`src/rtl/pre_emphasis_mc.sv`:
```
// pre_emphasis_mc
//   Multi-channel pre-emphasis filter y[n] = x[n] - alpha*x[n-1] on a
//   channel-interleaved stream. Each channel keeps its own history register.
//   Alpha and bypass are sampled only on a start-of-frame sample, so a frame
//   is always processed with a single configuration. The pipeline has two
//   stages: the multiply is registered in S1, and rounding and saturation are
//   registered in S2, which drives the outputs.
//
// Ports
//   clk          rising-edge clock
//   rst          asynchronous reset, active-high
//   cfg_alpha    unsigned Q1.(ALPHA_WIDTH-1) coefficient, taken on accepted in_sof
//   cfg_bypass   1: y = x, taken on accepted in_sof
//   in_valid     x_in is valid
//   in_ready     a sample can be accepted this cycle
//   in_sof       start of frame, qualified by in_valid & in_ready
//   x_in         signed input sample
//   out_valid    y_out is valid
//   out_ready    downstream accepts y_out
//   y_out        signed filtered sample
//   out_channel  channel tag of y_out
//   out_sof      y_out is the first sample of a frame
//   out_sat      y_out was clipped
module pre_emphasis_mc #(
  parameter int SAMPLE_WIDTH  = 16,
  parameter int NUM_CHANNELS  = 2,
  parameter int ALPHA_WIDTH   = 16,
  parameter int DEFAULT_ALPHA = 31785,
  localparam int CH_WIDTH     = (NUM_CHANNELS > 1) ? $clog2(NUM_CHANNELS) : 1
) (
  input  logic                           clk,
  input  logic                           rst,
  input  logic [ALPHA_WIDTH-1:0]         cfg_alpha,
  input  logic                           cfg_bypass,
  input  logic                           in_valid,
  output logic                           in_ready,
  input  logic                           in_sof,
  input  logic signed [SAMPLE_WIDTH-1:0] x_in,
  output logic                           out_valid,
  input  logic                           out_ready,
  output logic signed [SAMPLE_WIDTH-1:0] y_out,
  output logic [CH_WIDTH-1:0]            out_channel,
  output logic                           out_sof,
  output logic                           out_sat
);

  // Product width: signed sample times alpha, with alpha zero-extended to signed.
  localparam int PW = SAMPLE_WIDTH + ALPHA_WIDTH + 1;
  // Difference width: two guard bits are enough for x - q when alpha < 2.
  localparam int DW = SAMPLE_WIDTH + 2;

  localparam logic signed [PW-1:0] ROUND_BIAS = PW'(2 ** (ALPHA_WIDTH - 2));
  localparam logic signed [DW-1:0] MAX_Y      = DW'((2 ** (SAMPLE_WIDTH - 1)) - 1);
  localparam logic signed [DW-1:0] MIN_Y      = ~MAX_Y;

  // Per-channel history and frame configuration
  logic signed [SAMPLE_WIDTH-1:0] hist_q [NUM_CHANNELS];
  logic signed [SAMPLE_WIDTH-1:0] hist_d [NUM_CHANNELS];
  logic [CH_WIDTH-1:0]            cnt_q, cnt_d;
  logic [ALPHA_WIDTH-1:0]         alpha_q, alpha_d;
  logic                           bypass_q, bypass_d;

  // S1: registered product
  logic                           s1_valid_q, s1_valid_d;
  logic signed [SAMPLE_WIDTH-1:0] s1_x_q, s1_x_d;
  logic signed [PW-1:0]           s1_prod_q, s1_prod_d;
  logic [CH_WIDTH-1:0]            s1_ch_q, s1_ch_d;
  logic                           s1_sof_q, s1_sof_d;
  logic                           s1_bypass_q, s1_bypass_d;

  // S2: output register
  logic                           out_valid_q, out_valid_d;
  logic signed [SAMPLE_WIDTH-1:0] y_q, y_d;
  logic [CH_WIDTH-1:0]            out_ch_q, out_ch_d;
  logic                           out_sof_q, out_sof_d;
  logic                           out_sat_q, out_sat_d;

  // Combinational helpers
  logic                           advance;
  logic                           accept;
  logic [CH_WIDTH-1:0]            acc_ch;
  logic [ALPHA_WIDTH-1:0]         eff_alpha;
  logic                           eff_bypass;
  logic signed [SAMPLE_WIDTH-1:0] hist_sel;
  logic signed [PW-1:0]           hist_ext, alpha_ext, prod;
  logic signed [PW-1:0]           rounded_sum, shifted;
  logic signed [DW-1:0]           q_term, diff;

  // Input side: handshake, channel selection, history update and S1 load.
  // A start-of-frame sample uses the incoming config and a zero history
  // right away, so the first sample of every frame passes through unfiltered.
  always_comb begin
    advance    = ~(out_valid_q & ~out_ready);
    in_ready   = ~rst & advance;
    accept     = in_valid & in_ready;
    acc_ch     = in_sof ? '0 : cnt_q;
    eff_alpha  = in_sof ? cfg_alpha : alpha_q;
    eff_bypass = in_sof ? cfg_bypass : bypass_q;
    hist_sel   = in_sof ? '0 : hist_q[acc_ch];
    hist_ext   = PW'(hist_sel);
    alpha_ext  = PW'({1'b0, eff_alpha});
    prod       = hist_ext * alpha_ext;

    hist_d      = hist_q;
    cnt_d       = cnt_q;
    alpha_d     = alpha_q;
    bypass_d    = bypass_q;
    s1_valid_d  = s1_valid_q;
    s1_x_d      = s1_x_q;
    s1_prod_d   = s1_prod_q;
    s1_ch_d     = s1_ch_q;
    s1_sof_d    = s1_sof_q;
    s1_bypass_d = s1_bypass_q;

    if (accept) begin
      if (in_sof) begin
        alpha_d  = cfg_alpha;
        bypass_d = cfg_bypass;
        for (int i = 0; i < NUM_CHANNELS; i++) begin
          hist_d[i] = '0;
        end
      end
      // History always holds the raw input, even in bypass.
      hist_d[acc_ch] = x_in;
      cnt_d = (acc_ch == CH_WIDTH'(NUM_CHANNELS - 1)) ? '0 : acc_ch + CH_WIDTH'(1);
    end

    if (advance) begin
      s1_valid_d  = accept;
      s1_x_d      = x_in;
      s1_prod_d   = prod;
      s1_ch_d     = acc_ch;
      s1_sof_d    = in_sof;
      s1_bypass_d = eff_bypass;
    end
  end

  // Output side: round half up, arithmetic shift, subtract and saturate.
  always_comb begin
    rounded_sum = s1_prod_q + ROUND_BIAS;
    shifted     = rounded_sum >>> (ALPHA_WIDTH - 1);
    q_term      = DW'(shifted);
    diff        = DW'(s1_x_q) - q_term;

    out_valid_d = out_valid_q;
    y_d         = y_q;
    out_ch_d    = out_ch_q;
    out_sof_d   = out_sof_q;
    out_sat_d   = out_sat_q;

    if (advance) begin
      out_valid_d = s1_valid_q;
      if (s1_valid_q) begin
        out_ch_d  = s1_ch_q;
        out_sof_d = s1_sof_q;
        if (s1_bypass_q) begin
          y_d       = s1_x_q;
          out_sat_d = 1'b0;
        end else if (diff > MAX_Y) begin
          y_d       = MAX_Y[SAMPLE_WIDTH-1:0];
          out_sat_d = 1'b1;
        end else if (diff < MIN_Y) begin
          y_d       = MIN_Y[SAMPLE_WIDTH-1:0];
          out_sat_d = 1'b1;
        end else begin
          y_d       = diff[SAMPLE_WIDTH-1:0];
          out_sat_d = 1'b0;
        end
      end
    end
  end

  always_ff @(posedge clk or posedge rst) begin
    if (rst) begin
      for (int i = 0; i < NUM_CHANNELS; i++) begin
        hist_q[i] <= '0;
      end
      cnt_q       <= '0;
      alpha_q     <= ALPHA_WIDTH'(DEFAULT_ALPHA);
      bypass_q    <= 1'b0;
      s1_valid_q  <= 1'b0;
      s1_x_q      <= '0;
      s1_prod_q   <= '0;
      s1_ch_q     <= '0;
      s1_sof_q    <= 1'b0;
      s1_bypass_q <= 1'b0;
      out_valid_q <= 1'b0;
      y_q         <= '0;
      out_ch_q    <= '0;
      out_sof_q   <= 1'b0;
      out_sat_q   <= 1'b0;
    end else begin
      hist_q      <= hist_d;
      cnt_q       <= cnt_d;
      alpha_q     <= alpha_d;
      bypass_q    <= bypass_d;
      s1_valid_q  <= s1_valid_d;
      s1_x_q      <= s1_x_d;
      s1_prod_q   <= s1_prod_d;
      s1_ch_q     <= s1_ch_d;
      s1_sof_q    <= s1_sof_d;
      s1_bypass_q <= s1_bypass_d;
      out_valid_q <= out_valid_d;
      y_q         <= y_d;
      out_ch_q    <= out_ch_d;
      out_sof_q   <= out_sof_d;
      out_sat_q   <= out_sat_d;
    end
  end

  assign out_valid   = out_valid_q;
  assign y_out       = y_q;
  assign out_channel = out_ch_q;
  assign out_sof     = out_sof_q;
  assign out_sat     = out_sat_q;

endmodule
```
`config.mk`:
```
export PLATFORM = sky130hd
export DESIGN_NAME = pre_emphasis_mc
export DESIGN_NICKNAME = d
export VERILOG_FILES = /design/src/rtl/pre_emphasis_mc.sv
export SDC_FILE = /design/constraint.sdc
export NUM_CORES = 1
export LEC_CHECK = 0
export BUFFER_PORTS_ARGS = -buffer_cell sky130_fd_sc_hd__buf_4
export CORE_ASPECT_RATIO = 0.8
export CORE_MARGIN = 4
export CORE_UTILIZATION = 65
export DETAILED_ROUTE_END_ITERATION = 16
export PLACE_DENSITY = 0.83
export REMOVE_ABC_BUFFERS = 1
export SYNTH_ARGS = -nofsm -noshare
export SYNTH_HDL_FRONTEND = slang
export SYNTH_SLANG_ARGS = --single-unit
export TNS_END_PERCENT = 30
```
`constraint.sdc`:
```
create_clock -name clk -period 13.6 [get_ports clk]
set_clock_uncertainty 0.05 [all_clocks]
set_input_delay 0.68 -clock clk [delete_from_list [all_inputs] [get_ports clk]]
set_output_delay 0.68 -clock clk [all_outputs]
set_load 0.01 [all_outputs]
```
* Yosys cells after proc, flatten, opt, wreduce, memory -nomap -nowiden
Index checks and enable logic that the tools add are counted.
** Cells by class
- $add $sub $neg :: 3
- $mul :: 1
- $lt $le $gt $ge :: 4
- Mux-type cells :: 19
- Bitwise operators :: 7
- Reduce and logical (&&, ||, !) cells :: 2
** Operators with widths (number)
- 16-bit 2-to-1 mux :: 9
- 32-bit 2-to-1 mux :: 2
- 33-bit by 16-bit adder with 33-bit output, second input constant :: 1
- 16-bit by 17-bit multiplier with 33-bit output :: 1
- 32-bit bitwise mux :: 1
- 18-bit by 16-bit greater-than comparator with 1-bit output, second input constant :: 1
- 18-bit by 16-bit < comparator with 1-bit output, second input constant :: 1
- 16-bit by 18-bit subtractor with 18-bit output :: 1
- 16-bit demux with 1-bit select :: 1
- 1-bit 2-to-1 mux :: 6
- 1-bit bitwise AND :: 3
- 1-bit NOT :: 3
- 2-bit >= comparator, second input constant :: 1
- 2-bit by 1-bit < comparator with 1-bit output, second input constant :: 1
- 1-bit NOT with 2-bit output :: 1
- 2-bit AND reduction :: 1
- 1-bit adder, second input constant :: 1
- 1-bit logical AND :: 1
** Storage, ports and cells
- Bits in registers :: 123
- Bits of input ports :: 38
- Output and inout bits :: 21
- Word-level logic and storage cells :: 52

* Longest topological paths before layout
- Depth in word-level cells :: 7
- Depth in mapped cells :: 26
- Gate-level depth less buffers :: 23

* Worst setup path after synthesis
Ideal clock, no wire load.
- Path kind :: input-to-reg
- From :: in in_sof
- To :: reg s1_prod_q[28]
- Library setup time :: 137 ps
- Arrival time :: 7270 ps
- Setup slack :: 6143 ps
- Stages :: 24
- Path buffers :: 3
- Cells stage by stage :: buf_1 -> buf_2 -> buf_1 -> mux2i_1 -> nor2_1 -> fa_1 -> inv_1 -> fa_1 -> fa_1 -> inv_1 -> fa_1 -> fa_1 -> inv_1 -> fa_1 -> inv_1 -> ha_1 -> and4_1 -> and2_1 -> a22o_1 -> o2111a_2 -> or2_1 -> a211o_1 -> xnor2_1 -> a21oi_1
** Between the ends
- Word-level cells in the longest chain between the ends :: 7
- Elaborated cells between the ends (all ways) :: 8
- Those cells by class :: mul (1); mux (6); bitwise (1)
** RTL lines
- from (decl) :: RTL line 37 : input logic in_sof,
- 1-bit 2-to-1 mux :: RTL line 96 : acc_ch = in_sof ? '0 : cnt_q;
- 1-bit NOT with 2-bit output (implied by the code) :: RTL line 99 : hist_sel = in_sof ? '0 : hist_q[acc_ch];
- 16-bit 2-to-1 mux (implied by the code) (3 in series) :: RTL line 99
- 16-bit 2-to-1 mux :: RTL line 99
- 16-bit by 17-bit multiplier with 33-bit output * :: RTL line 102 : prod = hist_ext * alpha_ext;
- to (signal assigned) :: RTL line 199 : s1_prod_q <= s1_prod_d;
- to (decl) :: RTL line 66 : logic signed [PW-1:0] s1_prod_q, s1_prod_d;
Every way passes the cells marked *; elsewhere a longest branch is shown, timed or not. The select of a mux whose other input is x is not followed.
A chain may end at the register's enable or synchronous reset.

* Final worst setup path
- From :: reg cnt_q
- To :: reg s1_prod_q[32]
** Between the ends
- Word-level cells in the longest chain between the ends :: 7
** RTL lines
- from (decl) :: RTL line 59 : logic [CH_WIDTH-1:0] cnt_q, cnt_d;
- from (signal assigned) :: RTL line 194 : cnt_q <= cnt_d;
- 1-bit 2-to-1 mux :: RTL line 96
- 1-bit NOT with 2-bit output (implied by the code) :: RTL line 99
- 16-bit 2-to-1 mux (implied by the code) (3 in series) :: RTL line 99
- 16-bit 2-to-1 mux :: RTL line 99
- 16-bit by 17-bit multiplier with 33-bit output :: RTL line 102
No other way between the ends. The select of a mux whose other input is x is not followed.

==> reports/results.tsv <==
metric	value	unit
portBuffers	58	
grt_pass1_wl	62300	um
postCtsSetupBuffers	0	
grt_overflow	0	
p_total	3.34	mW
clockPowerShare	7.9	%
netlist.top_cell.by_area	fa_1	
clkTransAtPathRegs	0.08	ns
maxCapViolCount	0	
netSwitchingFraction	52.2	%
grt_max_degree	81	
io_pins	59	
yosysSeqAreaShare	19.3	%
switchingPower	1.74	mW
dpl.hpwl	30800	um
crit_chain	mux2i_2, nor2_1, nand2_1, fa_1, fa_1, fa_1, inv_1, fa_1, fa_1, inv_1, fa_1, inv_1, ha_1, nand2_1, o21ai_0, a221oi_1, o21ai_0, o21bai_4, a2111oi_4, or3_1, a31oi_1	
antenna_found_initial	0	
r2r_setup_slack	5.06	ns
critPathBufInv	3	
grt_usage	32.5	%
clk_latency	0.35	ns
crit_type	reg -> reg	
crit_top_cell	fa_1	
fmax	117	MHz
ys_ff_latch	109	
cts_hold_buf	0	
drc	0	
fp.dieW	173	um
power.density	220	mW/mm^2
die_h	140	um
yosysWarnings	0	
final-hold-violation-count	0	
antenna_cells	0	
worst-path-max-fanout	19	
synth_area	0.0142	mm^2
grt_pass1_vias	11823	
initial_utilization	65.9	%
crit_arrival	8.70	ns
slew_violations	0	
drive_gt1_share	10.3	%
max_stage_delay	1.01	ns
vias_per_cell	6.08	
critPathLaunch	cnt_q	
fin_util	70.4	%
cts_root_buf	clkbuf_16	
fin_crit	8.54	ns
p_comb_share	76.4	%
setup_tns	0	ns
crit_slowest_cell	dfrtp_1	
first_iter_violations	1183	
slew_headroom	15.8	%
cts-buffers-inserted	9	
power_frac_seq	15.7	%
detail-route-antenna-nets	0	
num_rows	48	
rsz0062_at_grt	false	
finalSetupViolCount	0	
rr_startpoint	cnt_q	
outcome	finished, final reports clean	
ir_worst_vdd	0.287	mV
critPathCaptureType	flip-flop	
p_int	1.60	mW
synthFlopType	dfrtp_1	
drtPass1Iterations	7	
fin_nets	1974	
dieArea	0.0243	mm^2
cts_tree	yes	
synth_most_common_cell	inv_1	
post_cts_resized	0	
vias	11476	
synth_edf_count	0	
post-place-ws	5.13	ns
ctsHtreeMaxLevel	3	
cp-start-kind	flip-flop	
drt_wl_total	38500	um
synth_area_leaders	fa_1 27%, dfrtp_1 18%, ha_1 12%	
synth_async_sr_flop_share	100	%
wl_per_cell	20.4	um
area_delta_synth_final	6.75	%
gp_congestion	1.01	
worst_pin_slew	1.25	ns
p_leak	7.74	nW
critical-path-top-delay-family	adder cells	
cts_sinks	109	
syn_inst	1584	
min_path_type	in -> async	
fp.coreArea	0.0216	mm^2
setup_slack	5.06	ns
worstPathRequired	13.76	ns
synth_top_area_share	27.3	%
synthTopCellsByCount	238 x inv_1, 231 x nand2_1, 194 x fa_1	
ys_types	69	
fin_crit_sh	62.8	%
syn_avg_cell_area	8.98	um^2
clockBufferDepth	2	
[power groups by stage]
stage | logic [mW] | clock network [mW] | registers, mW
after floorplan | 1.83 | 0 | 0.514
after global placement | 2.44 | 0 | 0.521
after detailed placement | 2.51 | 0 | 0.525
after CTS | 2.53 | 0.265 | 0.521
after global routing | 2.88 | 0.276 | 0.537
final | 2.56 | 0.263 | 0.524
[cell type report]
class / instances / area [um^2]
well taps: 275 / 344
inverters: 239 / 900
multi-input cells: 1170 / 10300
flip-flops and latches: 109 / 2740
clock inverters: 6 / 60.1
clock buffers: 10 / 229
fillers: 1659 / 6380
repair buffers: 78 / 586
[final timing paths]
path                                       to  depth (start not counted)
worst max-delay path            s1_prod_q[32]                         21
worst min-delay path                  s1_ch_q                          2
worst max register to register  s1_prod_q[32]                         21
worst min register to register        out_sof                          2
max in group asynchronous       s1_prod_q[23]                          3
min in group clk                      out_sof                          2
[state kept, by name, summed over array words and instances (netlist names)]
| name | count |
|---|---|
| bypass_q | 1 |
| s1_valid_q | 1 |
| out_sat | 1 |
| y_out | 16 |
| alpha_q | 16 |
| hist_q | 32 |
| s1_ch_q | 1 |
| out_channel | 1 |
| out_valid | 1 |
| s1_x_q | 16 |
| cnt_q | 1 |
| s1_bypass_q | 1 |
| s1_prod_q | 19 |
| s1_sof_q | 1 |
| out_sof | 1 |
[through the flow]
stage	hold WS [ns]	instance area [um^2]	instances
CTS	0.287	15200	1887
floorplan	0.389	13900	1518
detailed placement	0.407	14900	1871
global placement	0.404	14900	1871
finish	0.277	15200	1887
global route	0.307	15200	1887
[cells by family (layout without fill, tap and decap cells)]
logic type	after synthesis	count (layout)	synth area share, %
and+or+nand+nor	536	536	16.6
adders and majority gates	329	329	39.2
buffers and inverters	305	333	8.20
AOI/OAI and AO/OA	193	193	8.98
DFF	109	109	19.3
muxes	65	65	4.88
xor gates and xnor gates	47	47	2.90
[placed cells by master, fill, tap and decap left out, types with 5 or more instances in the layout]
cell type and count:
and3_1 9, and2_1 6, nor3_1 15, or3_1 10, o21ai_0 34, fa_1 194
dfrtp_1 101, a22o_1 17, nand2_1 231, mux2i_1 33, clkbuf_16 9, nand2b_1 8
a21o_1 11, mux2_2 31, nor2_1 178, nor2b_1 5, o21a_1 12, xnor2_1 27
o31ai_1 8, nand3b_1 12, inv_1 237, a21oi_1 74, xor2_1 20, nand4_1 6
buf_4 78, or2_2 18, nand3_1 18, ha_1 135, dfstp_2 8
[layer usage]
layer	global-route usage (%)	routed length [um]	part of all wire, %	up-vias
met5	1.39	41	0.11	-
met4	7.64	864	2.2	2
met3	11.7	4940	13	61
met2	49.2	17000	44	601
met1	45.3	15700	41	5715
li1	-	-	-	5097
Power figures use the tool's default switching activity.
